### src/rtl/aes128_job_sched.sv
// Round-robin job scheduler that shares one free-running pipelined aes128 core
// among NUM_REQ requesters, tags blocks through the core latency and buffers results.

module aes128_job_sched_chk #(
  parameter int NUM_REQ = 2
) (
  input logic               clk,
  input logic               reset,
  input logic [NUM_REQ-1:0] req_ready,
  input logic               fifo_wr,
  input logic               fifo_full
);

  a_no_overflow: assert property (@(posedge clk) disable iff (reset) !(fifo_wr && fifo_full))
    else $error("result FIFO written while full");

  a_grant_onehot: assert property (@(posedge clk) disable iff (reset) $onehot0(req_ready))
    else $error("more than one req_ready bit high");

endmodule

module aes128_job_sched #(
  parameter int NUM_REQ    = 2,
  parameter int LATENCY    = 21,
  parameter int FIFO_DEPTH = 4,
  parameter int ID_W       = 1
) (
  input  logic                   clk,
  input  logic                   reset,
  input  logic [NUM_REQ-1:0]     req_valid,
  output logic [NUM_REQ-1:0]     req_ready,
  input  logic [NUM_REQ*128-1:0] req_state,
  input  logic [NUM_REQ*128-1:0] req_key,
  output logic [127:0]           core_state,
  output logic [127:0]           core_key,
  input  logic [127:0]           core_out,
  output logic                   rsp_valid,
  input  logic                   rsp_ready,
  output logic [127:0]           rsp_data,
  output logic [ID_W-1:0]        rsp_id,
  output logic                   busy
);

  localparam int PW = (FIFO_DEPTH > 1) ? $clog2(FIFO_DEPTH) : 1;
  localparam int CW = $clog2(FIFO_DEPTH + 1) + 1;

  logic [127:0]    state_arr_s [NUM_REQ];
  logic [127:0]    key_arr_s   [NUM_REQ];
  logic [ID_W-1:0] ptr_r;
  logic [ID_W-1:0] gnt_idx_s;
  logic [ID_W-1:0] cand_s;
  int              rr_idx_s;
  logic            gnt_found_s;
  logic            hs_s;
  logic            allow_s;
  logic            pop_s;
  logic            wr_s;
  logic            fifo_full_s;
  logic [CW-1:0]   inflight_r;
  logic [CW-1:0]   fifo_cnt_r;
  logic [CW-1:0]   outstanding_s;
  logic [LATENCY:0] tag_vld_r;
  logic [ID_W-1:0] tag_id_r    [0:LATENCY];
  logic [127:0]    fifo_data_r [0:FIFO_DEPTH-1];
  logic [ID_W-1:0] fifo_id_r   [0:FIFO_DEPTH-1];
  logic [PW-1:0]   wr_ptr_r;
  logic [PW-1:0]   rd_ptr_r;

  function automatic logic [PW-1:0] ptr_inc(input logic [PW-1:0] p);
    ptr_inc = (int'(p) == FIFO_DEPTH - 1) ? '0 : p + PW'(1);
  endfunction

  for (genvar g = 0; g < NUM_REQ; g++) begin : g_unpack
    assign state_arr_s[g] = req_state[128*g +: 128];
    assign key_arr_s[g]   = req_key[128*g +: 128];
  end

  // A pop in this cycle returns its credit immediately so issue and pop can coincide.
  assign pop_s         = rsp_valid && rsp_ready;
  assign outstanding_s = inflight_r + fifo_cnt_r - {{(CW-1){1'b0}}, pop_s};
  assign allow_s       = !reset && (outstanding_s < CW'(FIFO_DEPTH));
  assign hs_s          = gnt_found_s;
  assign wr_s          = tag_vld_r[LATENCY];
  assign fifo_full_s   = (fifo_cnt_r == CW'(FIFO_DEPTH));

  assign rsp_valid = (fifo_cnt_r != '0);
  assign rsp_data  = fifo_data_r[rd_ptr_r];
  assign rsp_id    = fifo_id_r[rd_ptr_r];
  assign busy      = (inflight_r != '0) || (fifo_cnt_r != '0);

  // Round-robin grant: first valid requester at or after the pointer, wrapping.
  always_comb begin
    req_ready   = '0;
    gnt_idx_s   = '0;
    gnt_found_s = 1'b0;
    rr_idx_s    = '0;
    cand_s      = '0;
    for (int i = 0; i < NUM_REQ; i++) begin
      rr_idx_s = int'(ptr_r) + i;
      if (rr_idx_s >= NUM_REQ) begin
        rr_idx_s = rr_idx_s - NUM_REQ;
      end else begin
        rr_idx_s = rr_idx_s;
      end
      cand_s = ID_W'(rr_idx_s);
      if (allow_s && !gnt_found_s && req_valid[cand_s]) begin
        gnt_found_s       = 1'b1;
        gnt_idx_s         = cand_s;
        req_ready[cand_s] = 1'b1;
      end else begin
        gnt_found_s = gnt_found_s;
      end
    end
  end

  // Pointer and core input registers; core inputs hold when nothing is issued.
  always_ff @(posedge clk) begin
    if (reset) begin
      ptr_r      <= '0;
      core_state <= '0;
      core_key   <= '0;
    end else if (hs_s) begin
      ptr_r      <= (int'(gnt_idx_s) == NUM_REQ - 1) ? '0 : gnt_idx_s + ID_W'(1);
      core_state <= state_arr_s[gnt_idx_s];
      core_key   <= key_arr_s[gnt_idx_s];
    end else begin
      ptr_r      <= ptr_r;
      core_state <= core_state;
      core_key   <= core_key;
    end
  end

  // Tag tracker mirrors the core pipeline and never stalls.
  always_ff @(posedge clk) begin
    if (reset) begin
      tag_vld_r  <= '0;
      inflight_r <= '0;
      for (int k = 0; k <= LATENCY; k++) begin
        tag_id_r[k] <= '0;
      end
    end else begin
      tag_vld_r   <= {tag_vld_r[LATENCY-1:0], hs_s};
      inflight_r  <= inflight_r + CW'(hs_s) - CW'(wr_s);
      tag_id_r[0] <= gnt_idx_s;
      for (int k = 1; k <= LATENCY; k++) begin
        tag_id_r[k] <= tag_id_r[k-1];
      end
    end
  end

  // Result FIFO: capture on tag exit, pop on rsp handshake.
  always_ff @(posedge clk) begin
    if (reset) begin
      wr_ptr_r   <= '0;
      rd_ptr_r   <= '0;
      fifo_cnt_r <= '0;
      for (int k = 0; k < FIFO_DEPTH; k++) begin
        fifo_data_r[k] <= '0;
        fifo_id_r[k]   <= '0;
      end
    end else begin
      if (wr_s) begin
        fifo_data_r[wr_ptr_r] <= core_out;
        fifo_id_r[wr_ptr_r]   <= tag_id_r[LATENCY];
        wr_ptr_r              <= ptr_inc(wr_ptr_r);
      end else begin
        wr_ptr_r <= wr_ptr_r;
      end
      if (pop_s) begin
        rd_ptr_r <= ptr_inc(rd_ptr_r);
      end else begin
        rd_ptr_r <= rd_ptr_r;
      end
      fifo_cnt_r <= fifo_cnt_r + CW'(wr_s) - CW'(pop_s);
    end
  end

  aes128_job_sched_chk #(.NUM_REQ(NUM_REQ)) u_chk (
    .clk       (clk),
    .reset     (reset),
    .req_ready (req_ready),
    .fifo_wr   (wr_s),
    .fifo_full (fifo_full_s)
  );

endmodule

### config.mk
export PLATFORM = sky130hd
export DESIGN_NAME = aes128_job_sched
export DESIGN_NICKNAME = d
export VERILOG_FILES = /design/src/rtl/aes128_job_sched.sv
export SDC_FILE = /design/constraint.sdc
export NUM_CORES = 1
export LEC_CHECK = 0
export BUFFER_PORTS_ARGS = -buffer_cell sky130_fd_sc_hd__buf_2
export CORE_AREA = 2 2 404 406
export CTS_CLUSTER_SIZE = 8
export DETAILED_ROUTE_END_ITERATION = 8
export DIE_AREA = 0 0 406 408
export SYNTH_ARGS = -nofsm -noshare
export SYNTH_HDL_FRONTEND = slang
export SYNTH_SLANG_ARGS = --single-unit
### constraint.sdc
create_clock -name clk -period 4.5 [get_ports clk]
set_input_delay 0.45 -clock clk [delete_from_list [all_inputs] [get_ports clk]]
set_output_delay 0.45 -clock clk [all_outputs]
set_load 0.01 [all_outputs]
Yosys cells after proc, flatten, opt, wreduce, memory -nomap -nowiden --
Memory sizes are Yosys's and may differ from the RTL's. A register that Yosys moved wholly into a read port is not among the register bits. Cells that the tools add are included.
Storage, ports and cells: RAM bits 538, bits of input ports 645, output and inout port bits 389, bits in registers 291, memories kept 3
Memory list:
- fifo_data_r | depth 4, width 128, rd ports 1, clocked after Yosys merged registers in 1, wr ports 4, line 64 | logic [127:0] fifo_data_r [0:FIFO_DEPTH-1];
- tag_id_r | depth 22, width 1, rd ports 22, clocked after Yosys merged registers in 0, wr ports 22, line 63 | logic [ID_W-1:0] tag_id_r [0:LATENCY];
- fifo_id_r | depth 4, width 1, rd ports 1, clocked after Yosys merged registers in 1, wr ports 4, line 65 | logic [ID_W-1:0] fifo_id_r [0:FIFO_DEPTH-1];
Cells by class: bitwise logic cells 24, multiplexer cells 63, equal/unequal tests 2, reductions and logical operators 14, order comparisons 8, $add $sub $neg 12
Operators by type and width (number):
- $mux W128 | 7
- $reduce_or A128 Y1 | 1
- $mux W1 | 44
- $or A1 B1 Y1 | 22
- $mux W2 | 10
- $sub A4 B1 Y4 | 3
- $add A4 B1 Y4 | 2
- $reduce_bool A4 Y1 | 2
- $logic_and A1 B1 Y1 | 7
- $add A2 B1 Y2 const B | 2
- $add A4 B4 Y4 | 1
- $eq A2 B1 Y1 const B | 2
- $ge A2 B2 Y1 const B | 2
- $lt A1 B2 Y1 const B | 2
- $lt A4 B3 Y1 const B | 1
- $add A1 B1 Y2 const B | 1
- $demux W1 S1 | 2
- $ge A1 B1 Y1 const B | 2
- $ge A1 B2 Y1 const B | 1
- $logic_not A1 Y1 | 2
- $not A1 Y2 | 1
- $or A2 B2 Y2 | 1
- $sub A1 B1 Y1 const B | 2
- $add A1 B1 Y1 const B | 1
- other kinds (2) | 2

Logic depth before layout (Yosys ltp) --
Gate-level depths: netlist of run 1.
depth in word-level cells 15, gate-level depth with buffers 17, gate-level depth less buffers 14

Least setup slack after synthesis of run 1 --
No wires, ideal clock.
path type input-to-reg, start point in reset, end point mem fifo_data_r[0][0] (enable), data required time 4.066 ns, setup time 0.434 ns, path slack 1.020 ns, stages 5, arrival 3.046 ns, path through clkbuf_1 > nor2b_1 > nor3b_1 > clkbuf_1 > or2_2
RTL lines:
- start: declaration | line 29 | input logic reset,
- end: declaration | line 64

Worst setup path in the final report of run 1 --
start point reg inflight_r[1], end point out req_ready[1]
On the way: longest elaborated chain between the ends 10
Ends and longest elaborated chain:
- start: declaration | line 59 | logic [CW-1:0] inflight_r;
- start signal: assignment | line 143 | inflight_r <= inflight_r + CW'(hs_s) - CW'(wr_s);
- $add A4 B4 Y4 * | line 80 | assign outstanding_s = inflight_r + fifo_cnt_r - {{(CW-1){1'b0}}, pop_s};
- $sub A4 B1 Y4 * | line 80
- $lt A4 B3 Y1 * | line 81 | assign allow_s = !reset && (outstanding_s < CW'(FIFO_DEPTH));
- $logic_and A1 B1 Y1 * | line 81
- $logic_and A1 B1 Y1 | line 106 | if (allow_s && !gnt_found_s && req_valid[cand_s]) begin
- $mux W1 | line 106
- $logic_not A1 Y1 | line 106
- $logic_and A1 B1 Y1 (2 in series) | line 106
- $mux W2 * | line 106
- end: declaration | line 31 | output logic [NUM_REQ-1:0] req_ready,
Mark *: on every way between the ends. The rest lies on a longest branch, timed or not.

==> results.cfg, run 1 <==
[clocking]
cts.repair_timing.setup_buffer_count = 0
worstSkewPairLatency_ps = 770
number_of_sinks_handled_by_clock_tree_synthesis = 831
cts_hold_repair.buffers = 136
tritoncts = yes
cts.clk_slew.worst_paths_ps = 50
clock-root-buffer = sky130_fd_sc_hd__clkbuf_16
buffers_from_clock_root_to_sink_at_most = 3
cts-resized-gates = 0
tritoncts_buffer_count = 117
htree_num_levels = 3

[worst_setup_path]
worstPathRequired_ps = 4050
timing.critical_path.from_type = flip-flop
critPathKind = flip-flop to output pin
critical_path_sink_type = output pin
timing.critical_path.fanout_max = 4
crit_arrival_ps = 3080
depth_of_the_worst_register_to_register_path = 11

[die]
die-width_um = 406
core_um2 = 162000
fp.dieH_um = 408
floorplan.initialDensity = 0.228
std_cell_rows = 148
dieArea_um2 = 166000
floorplan.io_pins = 1034

[sta]
fin_setup_tns_ps = 0
finClkSkew_ps = 101
finalCriticalPeriod_ps = 3530
final_min_period_over_clock_period = 0.784
grt_setup_unrepaired = false
number_of_setup_violations_in_the_final_report = 0
hold_viol = 0
fmax_ghz = 0.284
timing.max_slew.rel_slack = 0.163
worst_slew_pin_slew_ps = 1260
slew_violations = 0
holdWs_ps = 69.8

[min_path]
path_category_of_the_worst_min_delay_check = input pin to flip-flop
hold-path-cell-count = 3

[detailed_routing]
num_vias = 26700
firstDrtPassIters = 5
vias_per_cell = 4.46
drt_iter0_markers = 1926
drt_drc_violations_left = 0
drt_wl_total_um = 145000
wire_length_per_cell_um = 24.2
antenna_left = 0

[logic_synthesis]
synth.area.top_cells = sky130_fd_sc_hd__edfxtp_1, sky130_fd_sc_hd__dfxtp_1, sky130_fd_sc_hd__and2_1, sky130_fd_sc_hd__mux4_2, sky130_fd_sc_hd__a211oi_2
synth.largest_area_cell = sky130_fd_sc_hd__edfxtp_1
synth_largest_type_area_fraction = 0.420
synth-seq-cells = 831
synthCells = 2622
synth_nets = 3284
synth_seq_area_share = 0.591
synth.cell_area_um2 = 36900
synth.distinct_cells = 39
cell_with_the_most_instances_after_synthesis = sky130_fd_sc_hd__and2_1
yosys_warnings = 0
synth_async_sr_flop_share = 0
postSynthAreaPerCell_um2 = 14.1
synth_top_cells_by_count = sky130_fd_sc_hd__and2_1, sky130_fd_sc_hd__edfxtp_1, sky130_fd_sc_hd__dfxtp_1
synth_ff_type = sky130_fd_sc_hd__edfxtp_1
synth-edff-count = 516

[run_status]
run_status = finished, final reports clean

[finish]
post_route_cells_drive_above_1_share = 0.419
syn_to_final_growth_pct = 33.4
design_area_um2 = 49200
filler_cell_count = 16400
final_net_count = 4384

[grt]
initial_antenna_violation_count = 61
grt_max_degree = 142
globalRoute.totalOverflow = 0
grt_pass1_wl_um = 201000
grt_util_all_layers = 0.168
grt_pass1_vias = 27200

[pwr]
power.static_leakage_nw = 20.3
power.ir.vdd_worst_v = 0.000395
power_density_nw_per_um2 = 574

[placement]
place_hpwl_um = 102000
detailed_place.area_um2 = 44400
finalWeightedCongestion = 0.929
io_buffer_count = 1033

[flow_run]
max_cap_viols = 0
## cells by family after synthesis
logic type | Yosys count | share of synthesized area
flops | 831 | 0.591
buf+inv | 252 | 0.0321
fa+ha+maj | 17 | 0.00617
mux | 388 | 0.149
xor+xnor | 6 | 0.00180
compound gates | 267 | 0.0838
simple gates | 861 | 0.136
## layer usage
metal  GRT usage  part of all wire  vias to the layer above  wire (µm)
li1            -                 -                    12000          -
met1       0.207              0.40                    13300      57300
met2       0.262              0.46                     1113      66200
met3      0.0610              0.10                      209      15100
met4      0.0778             0.041                       12       5860
met5           0           0.00048                        -         69
## worst max-delay path, stage by stage, from the launching register on
cell and delay (ps):
sky130_fd_sc_hd__dfxtp_1 380, sky130_fd_sc_hd__inv_1 100, sky130_fd_sc_hd__ha_1 290, sky130_fd_sc_hd__inv_1 40, sky130_fd_sc_hd__ha_1 270, sky130_fd_sc_hd__and4b_1 180, sky130_fd_sc_hd__a311o_1 400, sky130_fd_sc_hd__a21oi_1 420
sky130_fd_sc_hd__nor3_1 90, sky130_fd_sc_hd__buf_2 210
## per-stage QoR
stage,setup WS [ps],utilization,cells,power [W]
after floorplan,1020,-,2622,0.0163
after global placement,961,0.275,5642,0.0199
after detailed placement,967,0.275,5642,0.0200
after CTS,803,0.304,5938,0.0287
after global routing,740,0.304,5957,0.0297
final,973,0.305,5979,0.0283
## area by class of cell
type	instances	area, µm²	share of cell area
multi-input combinational	1539	14000	0.284
sequential	831	21800	0.443
antenna	41	103	0.00208
timing repair buffer	1216	7210	0.146
tap	2175	2720	0.0553
clock buffer	147	3060	0.0621
inverter	17	63.8	0.00130
clock inverter	13	305	0.00620
## layout by cell type (no fill, tap or decap), types with 15 or more instances in the layout
cell type                       instances
sky130_fd_sc_hd__clkbuf_16            117
sky130_fd_sc_hd__a211oi_1              36
sky130_fd_sc_hd__nor2b_1               46
sky130_fd_sc_hd__and2_1               517
sky130_fd_sc_hd__edfxtp_1             516
sky130_fd_sc_hd__clkbuf_1              28
sky130_fd_sc_hd__nor2_1                16
sky130_fd_sc_hd__mux2i_1              259
sky130_fd_sc_hd__a211oi_2             220
sky130_fd_sc_hd__nor3_1               260
sky130_fd_sc_hd__dlygate4sd3_1        136
sky130_fd_sc_hd__ha_1                  15
sky130_fd_sc_hd__buf_12                25
sky130_fd_sc_hd__dfxtp_1              313
sky130_fd_sc_hd__diode_2               41
sky130_fd_sc_hd__inv_1                 17
sky130_fd_sc_hd__mux4_2               129
sky130_fd_sc_hd__buf_2               1032
sky130_fd_sc_hd__buf_4                 22
## final timing paths
check	endpoint	start	slack [ps]
setup / recovery	req_ready[1]	inflight_r[1]	970
hold / removal	core_key[39]	req_key[39]	70
setup reg to reg	core_key[38]	inflight_r[1]	1040
hold reg to reg	tag_vld_r[19]	tag_vld_r[18]	370
## state kept, by name, indices dropped and copies added (netlist names), named ones only
| signal | cells |
|---|---|
| fifo_cnt_r | 4 |
| tag_vld_r | 22 |
| tag_id_r | 22 |
| fifo_data_r | 512 |
| core_key | 128 |
| wr_ptr_r | 2 |
| fifo_id_r | 4 |
| inflight_r | 4 |
| ptr_r | 1 |
| rd_ptr_r | 2 |
| core_state | 128 |
## where the power goes
| part | switching (W) | total [W] | leakage (nW) | internal, W |
|---|---|---|---|---|
| Combinational | 0.00578 | 0.00975 | 10.8 | 0.00397 |
| Clock | 0.00342 | 0.00830 | 1.61 | 0.00488 |
| Sequential | 0.000796 | 0.0102 | 7.89 | 0.00942 |
No activity file was read; power rests on OpenSTA's default activity.
==> inputs of run 2 (changes only) <==
==> constraint.sdc (replaced) <==
create_clock -name clk -period 3 [get_ports clk]
set_input_delay 0.3 -clock clk [delete_from_list [all_inputs] [get_ports clk]]
set_output_delay 0.3 -clock clk [all_outputs]
set_load 0.01 [all_outputs]
==> results.cfg, run 2 (same netlist as run 1, synthesis figures left out) <==
[pwr]
power_density_nw_per_um2 = 818
power.ir.vdd_worst_v = 0.000597
p_total_w = 0.0441
power.static_leakage_nw = 22.3

[sta]
number_of_setup_violations_in_the_final_report = 1
slew_violations = 0
grt_setup_unrepaired = true
fin_setup_tns_ps = -29.8
finalCriticalPeriod_ps = 3030
holdWs_ps = 60.7
timing.max_slew.rel_slack = 0.313
fmax_ghz = 0.330
worst_slack_ps = -29.8
hold_viol = 0
worst_slew_pin_slew_ps = 1030
final_min_period_over_clock_period = 1.01
finClkSkew_ps = 94.2

[die]
floorplan.initialDensity = 0.228
fp.dieH_um = 408
core_um2 = 162000
die-width_um = 406
floorplan.io_pins = 1034
std_cell_rows = 148
dieArea_um2 = 166000

[detailed_routing]
drt_iter0_markers = 2120
drt_drc_violations_left = 0
num_vias = 28500
wire_length_per_cell_um = 23.6
firstDrtPassIters = 5
antenna_left = 0
drt_wl_total_um = 152000
vias_per_cell = 4.45

[min_path]
path_category_of_the_worst_min_delay_check = input pin to flip-flop
timing.hold.worst.start = req_state[161]
hold-path-cell-count = 3
hold_path_end = core_state[33]

[finish]
syn_to_final_growth_pct = 46.2
mostFrequentLayoutCells = sky130_fd_sc_hd__buf_2, sky130_fd_sc_hd__dlygate4sd3_1, sky130_fd_sc_hd__and2_1, sky130_fd_sc_hd__edfxtp_1, sky130_fd_sc_hd__dfxtp_1
final_net_count = 4822
seq_area_um2 = 21800
filler_cell_count = 16000
leading_cell_type_in_the_layout_fill_and_taps_excluded = sky130_fd_sc_hd__buf_2
multi_input_area_um2 = 14100
largest_register = fifo_data_r
post_route_cells_drive_above_1_share = 0.395
design_area_um2 = 54000
largest_register_ffs = 512
largestRegisters = fifo_data_r x512, core_key x128, core_state x128

[clocking]
cts.clk_slew.worst_paths_ps = 50
tritoncts_buffer_count = 117
number_of_sinks_handled_by_clock_tree_synthesis = 831
htree_num_levels = 3
clock-root-buffer = sky130_fd_sc_hd__clkbuf_16
tritoncts = yes
buffers_from_clock_root_to_sink_at_most = 3
worstSkewPairLatency_ps = 750

[grt]
grt_pass1_wl_um = 210000
grt_pass1_vias = 29700
globalRoute.totalOverflow = 0
grt_util_all_layers = 0.174
grt_max_degree = 130
initial_antenna_violation_count = 70

[worst_setup_path]
worstPathRequired_ps = 2700
worst-r2r-setup-slack_ps = 60
depth_of_the_worst_register_to_register_path = 15
timing.critical_path.fanout_max = 3
timing.critical_path.from_type = flip-flop
crit_arrival_ps = 2730
r2r-end = core_key[46]
worst_r2r_startpoint = fifo_cnt_r[3]
critPathKind = flip-flop to output pin
setup.worst_path.start = fifo_cnt_r[3]
critical_path_sink_type = output pin

[placement]
finalWeightedCongestion = 0.946
io_buffer_count = 1033
detailed_place.area_um2 = 44900
place_hpwl_um = 105000

[run_status]
violations_in_the_final_reports = setup timing
run_status = finished with violations

[flow_run]
max_cap_viols = 0
## run 2: repair_timing
action,CTS,global route
resized for setup,16,29
hold buffers,519,0
setup buffers,11,4
hold endpoints to repair,726,0
cloned,0,6
pin swaps,6,8
endpoints found under the setup margin,2,213
## run 2: worst max path at each step
| stage | endpoint | slack (ps) | cells after the start |
|---|---|---|---|
| final | req_ready[1] | -30 | 12 |
| after global routing | req_ready[1] | -190 | 10 |
| after CTS | req_ready[1] | -270 | 12 |
| after detailed placement | core_key[50] | 80 | 13 |
| after global placement | inflight_r[2] | 40 | 14 |
| after floorplan | fifo_data_r[3][0] | -20 | 3 |
## run 2: area by class of cell
type,instances,share of cell area
antenna,37,0.00172
clock buffer,149,0.0572
clock inverter,13,0.00485
inverter,17,0.00118
multi-input combinational,1539,0.262
sequential,831,0.404
tap,2175,0.0504
timing repair buffer,1654,0.219
## run 2: power by group
part           internal, W  leakage, nW  switching (W)
Clock              0.00721         1.61        0.00517
Combinational      0.00730         12.8        0.00922
Sequential          0.0141         7.89        0.00112
## run 2: worst max-delay path, cell delays in order (launching register included)
cell and delay [ps]:
sky130_fd_sc_hd__dfxtp_2 330, sky130_fd_sc_hd__inv_2 50, sky130_fd_sc_hd__ha_4 160, sky130_fd_sc_hd__nand2b_4 80, sky130_fd_sc_hd__nand2_4 60, sky130_fd_sc_hd__ha_4 240
sky130_fd_sc_hd__and4b_1 160, sky130_fd_sc_hd__a311o_1 310, sky130_fd_sc_hd__nor3_2 250, sky130_fd_sc_hd__a21oi_4 60, sky130_fd_sc_hd__nor3_2 110, sky130_fd_sc_hd__buf_4 140
sky130_fd_sc_hd__buf_6 110
## run 2: metrics by stage
step                instances   util  worst slack (ps)
floorplan                2622      -             -21.2
global placement         5677  0.277              40.5
detailed placement       5677  0.277              83.7
CTS                      6369  0.331              -275
global route             6403  0.334              -186
finish                   6415  0.334             -29.8
## run 2: per-layer routing
layer,global-route usage,vias up,part of all wire
li1,-,12900,-
met1,0.207,14200,0.39
met2,0.279,1186,0.46
met3,0.0578,256,0.093
met4,0.0895,14,0.051
met5,0,-,0.00061
